--- src/rtl/asi_rw_arb.sv ---
// asi_rw_arb: grants the shared user memory port to the write or read path, holding it for whole bursts
module asi_rw_arb #(
  parameter int MAX_WAIT = 16,
  parameter int HOLD_MAX = 8,
  parameter int CNT_W    = $clog2(MAX_WAIT + HOLD_MAX + 1)
) (
  input  logic       clk,
  input  logic       rst_n,
  input  logic [1:0] cfg_mode,
  input  logic       w_req,
  input  logic       w_busy,
  input  logic       r_req,
  input  logic       r_busy,
  output logic       wgranted,
  output logic       rgranted,
  output logic [1:0] arb_state,
  output logic       starve_evt
);
  typedef enum logic [1:0] {ST_IDLE = 2'd0, ST_WGNT = 2'd1, ST_RGNT = 2'd2} st_t;
  localparam logic [CNT_W-1:0] MW = CNT_W'(MAX_WAIT);
  localparam logic [CNT_W-1:0] HM = CNT_W'(HOLD_MAX);
  st_t             state, nxt, nxt_i, x_st;
  logic [1:0]      mode_q;
  logic            last_owner;
  logic            served;
  logic [CNT_W-1:0] wait_cnt, hold_cnt;
  logic            own_w, o_req, o_busy, x_req, x_hi, fixed, rr, forced, rel, rel_a;
  assign arb_state = state;
  always_comb begin
    own_w  = state == ST_WGNT;
    o_req  = own_w ? w_req : r_req;
    o_busy = own_w ? w_busy : r_busy;
    x_req  = own_w ? r_req : w_req;
    x_st   = own_w ? ST_RGNT : ST_WGNT;
    x_hi   = own_w ? mode_q == 2'd2 : mode_q == 2'd1;
    fixed  = mode_q == 2'd1 || mode_q == 2'd2;
    rr     = !fixed;
    forced = (fixed && wait_cnt >= MW) || hold_cnt >= HM;
    rel_a  = !o_busy && x_req && forced;
    rel    = !o_busy && ((x_req && (forced || (rr && served) || x_hi)) || !o_req);
    // on a tie last_owner=1 (read) hands the port to write
    nxt_i  = (w_req && r_req) ? (cfg_mode == 2'd1 ? ST_WGNT :
                                 cfg_mode == 2'd2 ? ST_RGNT :
                                 last_owner ? ST_WGNT : ST_RGNT) :
             w_req ? ST_WGNT : r_req ? ST_RGNT : ST_IDLE;
    nxt    = state == ST_IDLE ? nxt_i : rel ? (x_req ? x_st : ST_IDLE) : state;
  end
  always_ff @(posedge clk or negedge rst_n) begin
    if (!rst_n) begin
      state      <= ST_IDLE;
      wgranted   <= 1'b0;
      rgranted   <= 1'b0;
      starve_evt <= 1'b0;
      mode_q     <= 2'd0;
      last_owner <= 1'b1;
      served     <= 1'b0;
      wait_cnt   <= '0;
      hold_cnt   <= '0;
    end else begin
      state      <= nxt;
      wgranted   <= nxt == ST_WGNT;
      rgranted   <= nxt == ST_RGNT;
      starve_evt <= state != ST_IDLE && rel_a;
      if (state == ST_IDLE) mode_q <= cfg_mode;
      if (nxt != state) begin
        served   <= 1'b0;
        wait_cnt <= '0;
        hold_cnt <= '0;
        if (state != ST_IDLE) last_owner <= state == ST_RGNT;
      end else if (state != ST_IDLE) begin
        served   <= served | o_busy;
        wait_cnt <= (fixed && x_req && wait_cnt < MW) ? wait_cnt + 1'b1 : wait_cnt;
        hold_cnt <= (!served && x_req && hold_cnt < HM) ? hold_cnt + 1'b1 : hold_cnt;
      end
    end
  end
endmodule

--- config.mk ---
export PLATFORM = sky130hd
export DESIGN_NAME = asi_rw_arb
export DESIGN_NICKNAME = d
export VERILOG_FILES = /design/src/rtl/asi_rw_arb.sv
export SDC_FILE = /design/constraint.sdc
export NUM_CORES = 1
export LEC_CHECK = 0
export ABC_AREA = 1
export CAP_MARGIN = 40
export CORE_MARGIN = 8
export CORE_UTILIZATION = 58
export CTS_CLUSTER_DIAMETER = 150
export DETAILED_ROUTE_END_ITERATION = 8
export GPL_ROUTABILITY_DRIVEN = 0
export PLACE_DENSITY = 0.92
export SYNTH_ARGS = -nofsm -noshare
export SYNTH_HDL_FRONTEND = slang
export SYNTH_SLANG_ARGS = --single-unit
--- constraint.sdc ---
create_clock -name clk -period 5.86 [get_ports clk]
set_clock_uncertainty 0.15 [all_clocks]
set_input_delay 0.879 -clock clk [delete_from_list [all_inputs] [get_ports clk]]
set_output_delay 0.879 -clock clk [all_outputs]
set_load 0.1 [all_outputs]
### After elaboration in Yosys (flattened, before gate mapping)

Index checks and enable logic that the tools add are counted.

* $lt $le $gt $ge: 4
* multiplexer cells: 22
* bitwise operators: 1
* add/subtract/negate cells: 2
* equality and inequality tests: 9
* reduce and logical (&&, ||, !) cells: 29

Operators by type and width (count)
* 5-bit 2-to-1 mux: 6
* 2-bit 2-to-1 mux: 10
* 1-bit logical AND: 12
* 5-bit by 1-bit adder with 5-bit output, second input constant: 2
* 2-bit by 1-bit == test with 1-bit output, second input constant: 4
* 2-bit == test, second input constant: 4
* 2-bit nonzero test: 4
* 1-bit 2-to-1 mux: 6
* 2-bit AND reduction: 3
* 5-bit by 4-bit >= comparator with 1-bit output, second input constant: 1
* 5-bit >= comparator, second input constant: 1
* 1-bit logical OR: 5
* 5-bit by 4-bit less-than comparator with 1-bit output, second input constant: 1
* 5-bit less-than comparator, second input constant: 1
* 1-bit logical NOT: 4
* 2-bit logical NOT: 1
* 2-bit inequality test: 1
* 1-bit OR: 1

* word-level logic and storage cells: 76
* input bits: 8
* output and inout bits: 5
* register bits after elaboration: 19

### Longest topological paths before layout

Gate-level depths: netlist (run 1).

* depth after elaboration: 14
* depth in mapped cells: 16
* gate-level depth less buffers: 15

### Worst setup path before layout (run 1)

No wires, ideal clock.

* path type: register to register
* start: register state[0], in the netlist arb_state[0]
* end: register hold_cnt[0]
* buffers on the path: 2
* library setup time: 119 ps
* arrival: 2222 ps
* stages on the path, launching flop included: 13
* data required time: 5591 ps
* path slack: 3369 ps
* cell sequence: dfrtp_1 buf_6 nand2_4 or2_4 o21ai_4 nand3_1 nand3_2 nand2_4 nor2_4 nor2_4 buf_6 nand3_1 nand2_1

* cells in the longest elaborated chain, start to end: 11
* elaborated cells on any way between the ends: 24
* those cells by class: eq/ne (2); mux (9); reduce/logical (13)

Ends and longest elaborated chain
* from (decl): line 22 `st_t state, nxt, nxt_i, x_st;`
* from (signal assigned): line 60 `state <= nxt;`
* 2-bit by 1-bit == test with 1-bit output: line 30 `own_w = state == ST_WGNT;`
* 1-bit 2-to-1 mux: line 35 `x_hi = own_w ? mode_q == 2'd2 : mode_q == 2'd1;`
* 1-bit logical OR: line 40 `rel = !o_busy && ((x_req && (forced || (rr && served) || x_hi)) || !o_req);`
* 1-bit logical AND: line 40
* 1-bit logical OR: line 40
* 1-bit logical AND: line 40
* 2-bit 2-to-1 mux (2 in series): line 46 `nxt = state == ST_IDLE ? nxt_i : rel ? (x_req ? x_st : ST_IDLE) : state;`
* 2-bit inequality test: line 65 `if (nxt != state) begin`
* 2-bit nonzero test (no source line)
* 2-bit AND reduction (no source line)
* to (signal assigned): line 73 `hold_cnt <= (!served && x_req && hold_cnt < HM) ? hold_cnt + 1'b1 : hold_cnt;`
* to (decl): line 26 `logic [CNT_W-1:0] wait_cnt, hold_cnt;`

Several ways; a longest one is shown, not always the timed one.
A chain may end at the register's enable or synchronous reset.

### Final worst setup path (run 1)

* start: register state[0], in the netlist arb_state[0]
* end: output arb_state[0]

RTL lines
* to (decl): line 16 `output logic [1:0] arb_state,`

No word-level cell between the ends.

==> flow_summary.toml, run 1 <==
[setup_path]
worstPathArrival_ps = 1730
worstSetupEndpointType = "primary output"
cp_max_fo = 8
worst-path-buf-inv = 2
cp.required_ps = 4830
critPathKind = "register to primary output"
crit_path_top_delay_cell = "dfrtp_1"
start_kind = "register"
crit_family = "buffers and inverters"
critPathMaxStageDelay_ps = 610
path_cells = "clkdlybuf4s50_1, buf_8"

[place]
numPlacedInstances = 176
dpl_cell_area_um2 = 1350
hpwlAfterDp_mm = 1.87
portBuffers = 12

[final_layout]
fin_nets = 167
area_growth_pct = 20.6
regArea_um2 = 477
utilization_pct = 71.9
fin_cells = 180
design_area_um2 = 1380
multiInputGateArea_um2 = 568
antennaDiodeCount = 0
drive_above_1_share_pct = 16.3
n_fill_cell = 139

[pwr]
ir_drop_v = 0.000480
sequentialPowerShare_pct = 27.6
p_int_uw = 347
power.share.combinational_pct = 62.9
p_clk_share_pct = 9.6
swShare_pct = 52.7
p_leak_uw = 0.000710
p_sw_uw = 386
p_per_area_nw_per_um2 = 530

[synthesis]
syn_nets = 147
yosys-top-cells-area = "dfrtp_1 39%, nand3_1 9.2%, nand2_1 7.5%, inv_1 6.2%, ha_1 5.5%"
ys_ff_latch = 19
ys_top_cells_by_count = "23 x nand2_1, 21 x nand3_1, 19 x inv_1"
async_flop_share_pct = 100
netlist_area_um2 = 1150
synth_most_common_cell = "nand2_1"
ys_types = 28
synth_fa_ha_area_share_pct = 5.46
synth_top_area_share_pct = 39.3
ys_warn_count = 0
avgSynthCellArea_um2 = 8.55
synth_cells = 134
synthMuxAreaShare_pct = 0
yosys.area.top_type = "dfrtp_1"
synth_compound_area_share_pct = 7.75
synth_edf_count = 0
synth_top_family_by_area = "simple AND/OR/NAND/NOR gates"
yosysSeqAreaShare_pct = 41.6
synth_xor_area_share_pct = 3.82
synthSimpleGateAreaFrac_pct = 32.5
ys.flop_type = "dfrtp_1"

[clocking]
tritoncts = "done"
cts_max_path_buffers = 2
cts-resized-gates = 0
cts_root_buffer = "clkbuf_4"
cts_htree_levels = 1
post_cts_buffers = 0
clk_pin_slew_worst_paths_ps = 110
cts_sinks = 19
cts_buffers = 3
clock_latency_ps = 310
holdBufCountCts = 0

[floorplan]
start_util_pct = 59.6
ioPinCount = 13
dieArea_um2 = 3650
core_area_um2 = 1920
die_height_um = 60.5
die_x_um = 60.5
rows = 16

[grt]
grt_max_degree = 20
grt_first_pass_wirelength_mm = 4.25
grt_pass1_vias = 1035
grt_use_total_pct = 15.2
grt-ovfl-total = 0
antenna_found_initial = 0

[routing]
drc_errors = 0
drtIter0Drc = 25
routed_wl_mm = 2.42
ant_nets = 0
drt-pass1-iter-count = 4
avgViaCountPerCell = 5.42
vias = 975
routedWlPerCell_um = 13.4

[timing]
rsz0062_at_grt = "false"
hold_violations = 0
finalSetupTns_ps = 0
drv_slew = 0
period_share_pct = 47.0
finalSetupViolCount = 0
period_needed_ps = 2760
tightestPinTransition_ps = 837
relSlewSlack_pct = 44.0
fmax_mhz = 363

[hold_path]
hold_class = "register to register"

[flow_run]
max_cap_violations = 0

[status]
status = "complete, no violations"
per-layer routing:
metal  global-route usage [%]  vias up  part of all wire, %
li1                         -      478                    -
met1                     15.5      458                   40
met2                     27.4       34                   52
met3                     5.51        5                  6.4
met4                     6.31        0                  1.6
met5                        0        -                    0
tightest hold or removal path, cell delays in order (launching register included):
cell	delay [ps]
dfrtp_1	400
inv_1	70
nor2_2	40
cell type report:
cell class | count | area share, %
clock inverter | 1 | 0.543
inverter | 21 | 5.70
sequential | 19 | 34.5
timing repair buffer | 17 | 14.1
multi-input combinational | 92 | 41.1
clock buffer | 3 | 1.63
tap | 27 | 2.44
final timing paths:
check | start | to | slack (ps) | cells after the start
max | arb_state[0] | arb_state[0] | 3100 | 2
min | hold_cnt[4] | hold_cnt[4] | 370 | 2
max reg2reg | mode_q[0] | hold_cnt[0] | 3610 | 14
min reg2reg | hold_cnt[4] | hold_cnt[4] | 370 | 2
max in group asynchronous | rst_n | arb_state[0] | 4160 | 1
min in group asynchronous | rst_n | hold_cnt[4] | 890 | 1
logic make-up (layout without fill, tap and decap cells):
| family | Yosys count | after routing |
|---|---|---|
| flops | 19 | 19 |
| fa+ha+maj | 5 | 5 |
| compound gates | 12 | 12 |
| simple gates | 70 | 70 |
| buf+inv | 23 | 42 |
| xor+xnor | 5 | 5 |
cells in the final DEF (no fill, tap or decap), types with 2 or more instances in the layout:
cell | Yosys | layout
nand2_1 | 23 | 23
nand3_1 | 21 | 21
inv_1 | 19 | 19
dfrtp_1 | 18 | 18
clkdlybuf4s50_1 | 0 | 12
nor2_1 | 8 | 8
xor2_1 | 5 | 5
ha_1 | 5 | 5
buf_8 | 0 | 5
o21ai_0 | 4 | 4
nor3_1 | 4 | 4
nand4_1 | 3 | 3
clkbuf_4 | 0 | 3
inv_2 | 2 | 2
nand2_4 | 2 | 2
nor2_2 | 2 | 2
nor2_4 | 2 | 2
o21a_1 | 2 | 2
power by group through the flow:
stage | logic, µW | registers, µW | clock network [µW]
floorplan | 275 | 277 | 0
global placement | 403 | 200 | 0
detailed placement | 456 | 204 | 0
CTS | 461 | 201 | 71.5
global route | 501 | 207 | 77.6
finish | 461 | 202 | 70.1
sequential cells by signal (all words and copies together), names as in the netlist:
name,cells
rgranted,1
wgranted,1
arb_state,2
mode_q,2
hold_cnt,5
wait_cnt,5
starve_evt,1
last_owner,1
served,1
per-stage QoR:
step | hold slack (ps) | power [µW] | setup WS, ps
2_1_floorplan | 315 | 552 | 3370
3_3_place_gp | 332 | 603 | 3060
3_5_place_dp | 345 | 659 | 2950
4_1_cts | 371 | 734 | 3100
5_1_grt | 383 | 786 | 3050
6_report | 369 | 733 | 3100
No activity file was read; power rests on OpenSTA's default activity.
==> run 2: changes to the inputs <==
CORE_UTILIZATION = 49   (was 58)
PLACE_DENSITY = 0.84   (was 0.92)
clock period = 2.4 ns   (was 5.86 ns; I/O delays follow)
==> run 2 against run 1 <==
Net effect:
- critical path depth rose by 12
- clock-buffer cell count unchanged
- die area is 13% higher
- setup slack got worse by 2900 ps
- critical endpoint is now wait_cnt[1]
- largest cell class unchanged
==> flow_summary.toml, run 2 (synthesis results as in run 1) <==
[timing]
tightestPinTransition_ps = 374
drv_slew = 0
relSlewSlack_pct = 75.0
period_share_pct = 89.7
period_needed_ps = 2150
hold_violations = 0
finalSetupTns_ps = 0
fmax_mhz = 464
finalSetupViolCount = 0

[final_layout]
area_growth_pct = 16.7
antennaDiodeCount = 0
design_area_um2 = 1340
drive_above_1_share_pct = 20.5
layout_common_cells = "23 x nand2_1, 21 x nand3_1, 19 x inv_1"
final_common_cell = "nand2_1"
fin_nets = 165
largestRegisters = "hold_cnt: 5 flops, wait_cnt: 5 flops"
regArea_um2 = 479
n_fill_cell = 203
multiInputGateArea_um2 = 592

[routing]
routed_wl_mm = 2.17
drtIter0Drc = 47
drc_errors = 0
vias = 940
ant_nets = 0
drt-pass1-iter-count = 4
avgViaCountPerCell = 5.25
routedWlPerCell_um = 12.1

[setup_path]
critPathKind = "register to register"
start_kind = "register"
cp.required_ps = 2500
worstSetupEndpointType = "register"
worstPathArrival_ps = 2260
r2r_slack_ps = 250
cp_max_fo = 7

[pwr]
p_clk_share_pct = 10.0
p_per_area_nw_per_um2 = 1310
sequentialPowerShare_pct = 28.3
ir_drop_v = 0.00113
p_sw_uw = 947
totalPowerFinal_uw = 1750
p_leak_uw = 0.000690
p_int_uw = 805
power.share.combinational_pct = 61.7
swShare_pct = 54.1

[grt]
grt_first_pass_wirelength_mm = 3.84
grt_use_total_pct = 11.1
grt_max_degree = 20
grt-ovfl-total = 0
antenna_found_initial = 0
grt_pass1_vias = 927

[floorplan]
rows = 17
start_util_pct = 51.8
die_x_um = 64.4
dieArea_um2 = 4140
ioPinCount = 13
core_area_um2 = 2210
die_height_um = 64.4

[flow_run]
max_cap_violations = 0

[clocking]
cts_sinks = 19
clk_pin_slew_worst_paths_ps = 120
clock_latency_ps = 300
cts_max_path_buffers = 2
cts_buffers = 3
holdBufCountCts = 0
cts_root_buffer = "clkbuf_4"
tritoncts = "done"
cts_htree_levels = 1

[place]
hpwlAfterDp_mm = 1.69
dpl_cell_area_um2 = 1280
portBuffers = 12

[status]
status = "complete, no violations"

[hold_path]
hold_class = "input pin to asynchronous set/reset pin"
[run 2: cell count changes in the layout (fill, tap and decap cells not counted)]
cell,previous run,this run
clkdlybuf4s50_1,12,7
ha_1,5,4
dfrtp_1,18,16
dfrtp_2,0,2
buf_8,5,0
nor2_4,2,3
ha_4,0,1
buf_4,0,7
[run 2: power groups by stage]
stage / logic (µW) / clock network, µW / registers [µW]
4_1_cts: 1020 / 175 / 494
5_1_grt: 1210 / 191 / 507
2_1_floorplan: 672 / 0 / 680
3_3_place_gp: 992 / 0 / 496
6_report: 1080 / 175 / 496
3_5_place_dp: 1010 / 0 / 501
[run 2: timing repair]
item | 4_1_cts | 5_1_grt
gates resized for setup | 0 | 2
endpoints found under the setup margin | 0 | 8
buffers inserted | 0 | 0
[run 2: path summary, 6_finish.rpt]
| path | to | from | depth (start not counted) |
|---|---|---|---|
| hold / removal | wait_cnt[1] | rst_n | 2 |
| max in group asynchronous | last_owner | rst_n | 2 |
| setup / recovery | wait_cnt[1] | mode_q[0] | 14 |
| hold reg to reg | hold_cnt[3] | hold_cnt[3] | 1 |
| min in group clk | hold_cnt[3] | hold_cnt[3] | 1 |
| setup reg to reg | wait_cnt[1] | mode_q[0] | 14 |
[run 2: area by class of cell]
type,count,area share [%]
multi-input combinational,93,44.2
sequential,19,35.8
timing repair buffer,14,9.17
inverter,21,5.89
tap,28,2.62
clock buffer,3,1.68
clock inverter,1,0.561
[run 2: through the flow]
| stage | utilization (%) | cells | worst slack [ps] | hold slack [ps] |
|---|---|---|---|---|
| after floorplan | - | 134 | 190 | -85.6 |
| after global placement | 58.0 | 174 | 136 | 336 |
| after detailed placement | 58.0 | 174 | 0.173 | 332 |
| after CTS | 59.4 | 178 | 151 | 227 |
| after global routing | 60.5 | 179 | -0.942 | 226 |
| final | 60.5 | 179 | 246 | 215 |
[run 2: critical path, cell delays in order (launching register included)]
cell,delay (ps)
dfrtp_1,370
inv_1,80
ha_4,280
inv_1,40
nand2_1,60
nand3_1,80
nand2_1,100
nand4_2,110
nand3_1,110
nand2_1,80
nand3_1,110
nand3_4,130
nor2_4,220
nand3_1,100
nand2_1,80
[run 2: layer usage]
metal	GRT usage, %	part of all wire, %	vias to the layer above
met4	4.09	0.64	0
met2	17.3	48	35
met5	0	0	-
met3	3.14	7.4	2
li1	-	-	468
met1	14.3	44	435
==> run 3: changes to the inputs <==
REMOVE_ABC_BUFFERS = 1   (was unset)
SKIP_LAST_GASP = 1   (was unset)
==> run 3 against run 2 <==
Net effect:
- global-route usage shrank 0.083 points
- routed wire length grew 2.3%
- hold slack gained 14 ps
- register-to-register slack lost 30 ps
- critical path type unchanged
- combinational power is essentially flat
- non-clock buffer count is the same
- clock-buffer cell count grew 1
- final cell count is the same
- critical endpoint is now hold_cnt[0]
- flip-flop and latch count is the same
- largest cell class unchanged
- first-iteration DRC count shrank 49%
- total power shrank 2.2%
==> flow_summary.toml, run 3 (synthesis results as in run 1) <==
[status]
status = "complete, no violations"

[grt]
grt_first_pass_wirelength_mm = 3.68
grt_pass1_vias = 898
grt_use_total_pct = 11.0
antenna_found_initial = 0
grt_max_degree = 20
grt-ovfl-total = 0

[final_layout]
drive_above_1_share_pct = 17.9
n_fill_cell = 190
fin_nets = 165
final_common_cell = "nand2_1"
multiInputGateArea_um2 = 579
utilization_pct = 59.6
antennaDiodeCount = 0
area_growth_pct = 15.1
regArea_um2 = 477
largestRegisters = "hold_cnt: 5 flops, wait_cnt: 5 flops"
layout_common_cells = "23 x nand2_1, 21 x nand3_1, 19 x inv_1"

[pwr]
ir_drop_v = 0.00138
totalPowerFinal_uw = 1710
power.share.combinational_pct = 61.9
p_leak_uw = 0.000693
p_clk_share_pct = 9.5
swShare_pct = 54.0
sequentialPowerShare_pct = 28.6
p_per_area_nw_per_um2 = 1300
p_sw_uw = 925
p_int_uw = 788

[clocking]
cts_sinks = 19
cts_htree_levels = 1
clk_pin_slew_worst_paths_ps = 110
cts_max_path_buffers = 2
holdBufCountCts = 0
cts_root_buffer = "clkbuf_4"
clock_latency_ps = 300
cts_buffers = 3
tritoncts = "done"

[floorplan]
rows = 17
die_height_um = 64.4
start_util_pct = 51.8
dieArea_um2 = 4140
ioPinCount = 13
core_area_um2 = 2210
die_x_um = 64.4

[setup_path]
worstSetupEndpointType = "register"
r2r_slack_ps = 210
start_kind = "register"
cp.required_ps = 2490
worstPathArrival_ps = 2280
cp_max_fo = 7
critPathKind = "register to register"

[routing]
routedWlPerCell_um = 12.4
avgViaCountPerCell = 5.36
ant_nets = 0
drtIter0Drc = 24
vias = 960
routed_wl_mm = 2.22
drt-pass1-iter-count = 4
drc_errors = 0

[timing]
worst_hold_slack_ps = 229
relSlewSlack_pct = 73.2
tightestPinTransition_ps = 402
finalSetupViolCount = 0
period_share_pct = 91.1
fmax_mhz = 457
period_needed_ps = 2190
drv_slew = 0
rsz0062_at_grt = "true"
finalSetupTns_ps = 0
hold_violations = 0

[hold_path]
hold_class = "input pin to asynchronous set/reset pin"

[place]
portBuffers = 12
hpwlAfterDp_mm = 1.73

[flow_run]
max_cap_violations = 0
-- run 3: changes by cell type in the layout (fill, tap and decap cells not counted), sizes merged --
cell	delta
clkbuf	+1
clkinvlp	-1
-- run 3: final timing paths --
kind / cells after the start / startpoint / endpoint
min: 2 / rst_n / hold_cnt[4]
max: 14 / mode_q[0] / hold_cnt[0]
max reg2reg: 14 / mode_q[0] / hold_cnt[0]
max in group asynchronous: 2 / rst_n / last_owner
min in group clk: 1 / hold_cnt[3] / hold_cnt[3]
min reg2reg: 1 / hold_cnt[3] / hold_cnt[3]
-- run 3: what timing repair did --
| action | 4_1_cts | 5_1_grt |
|---|---|---|
| endpoints found under the setup margin | 0 | 5 |
| buffers inserted | 0 | 0 |
| gates resized for setup | 0 | 1 |
-- run 3: layout make-up --
type	count	area share (%)
Clock buffer	4	1.99
Inverter	21	5.98
Multi-Input combinational cell	93	43.9
Sequential cell	19	36.1
Tap cell	28	2.66
Timing Repair Buffer	14	9.30
-- run 3: critical path: stages (launching register included) --
cell	delay, ps
dfrtp_1	380
inv_1	60
ha_1	330
inv_1	50
nand2_1	70
nand3_1	80
nand2_1	100
nand4_2	120
nand3_1	100
nand2_1	70
nand3_1	110
nand3_4	130
nor2_4	200
nand3_1	90
nand2_1	80
-- run 3: metrics by stage --
stage	setup slack, ps	std cells	area (µm²)
6_report	214	179	1320
5_1_grt	-4.78	179	1320
4_1_cts	146	178	1310
3_5_place_dp	30.4	174	1280
3_3_place_gp	111	174	1280
2_1_floorplan	-151	132	1120
-- run 3: layer usage --
layer	global-route usage, %	share of wire [%]	up-vias
met3	2.61	3.2	7
met4	7.90	3.3	0
met5	0	0	-
li1	-	-	471
met2	18.0	49	20
met1	12.3	44	462
-- run 3: power by group through the flow --
stage	registers, µW	clock network [µW]	logic [µW]
2_1_floorplan	695	0	594
3_3_place_gp	493	0	990
3_5_place_dp	496	0	1020
4_1_cts	491	167	1030
5_1_grt	499	181	1150
6_report	490	162	1060
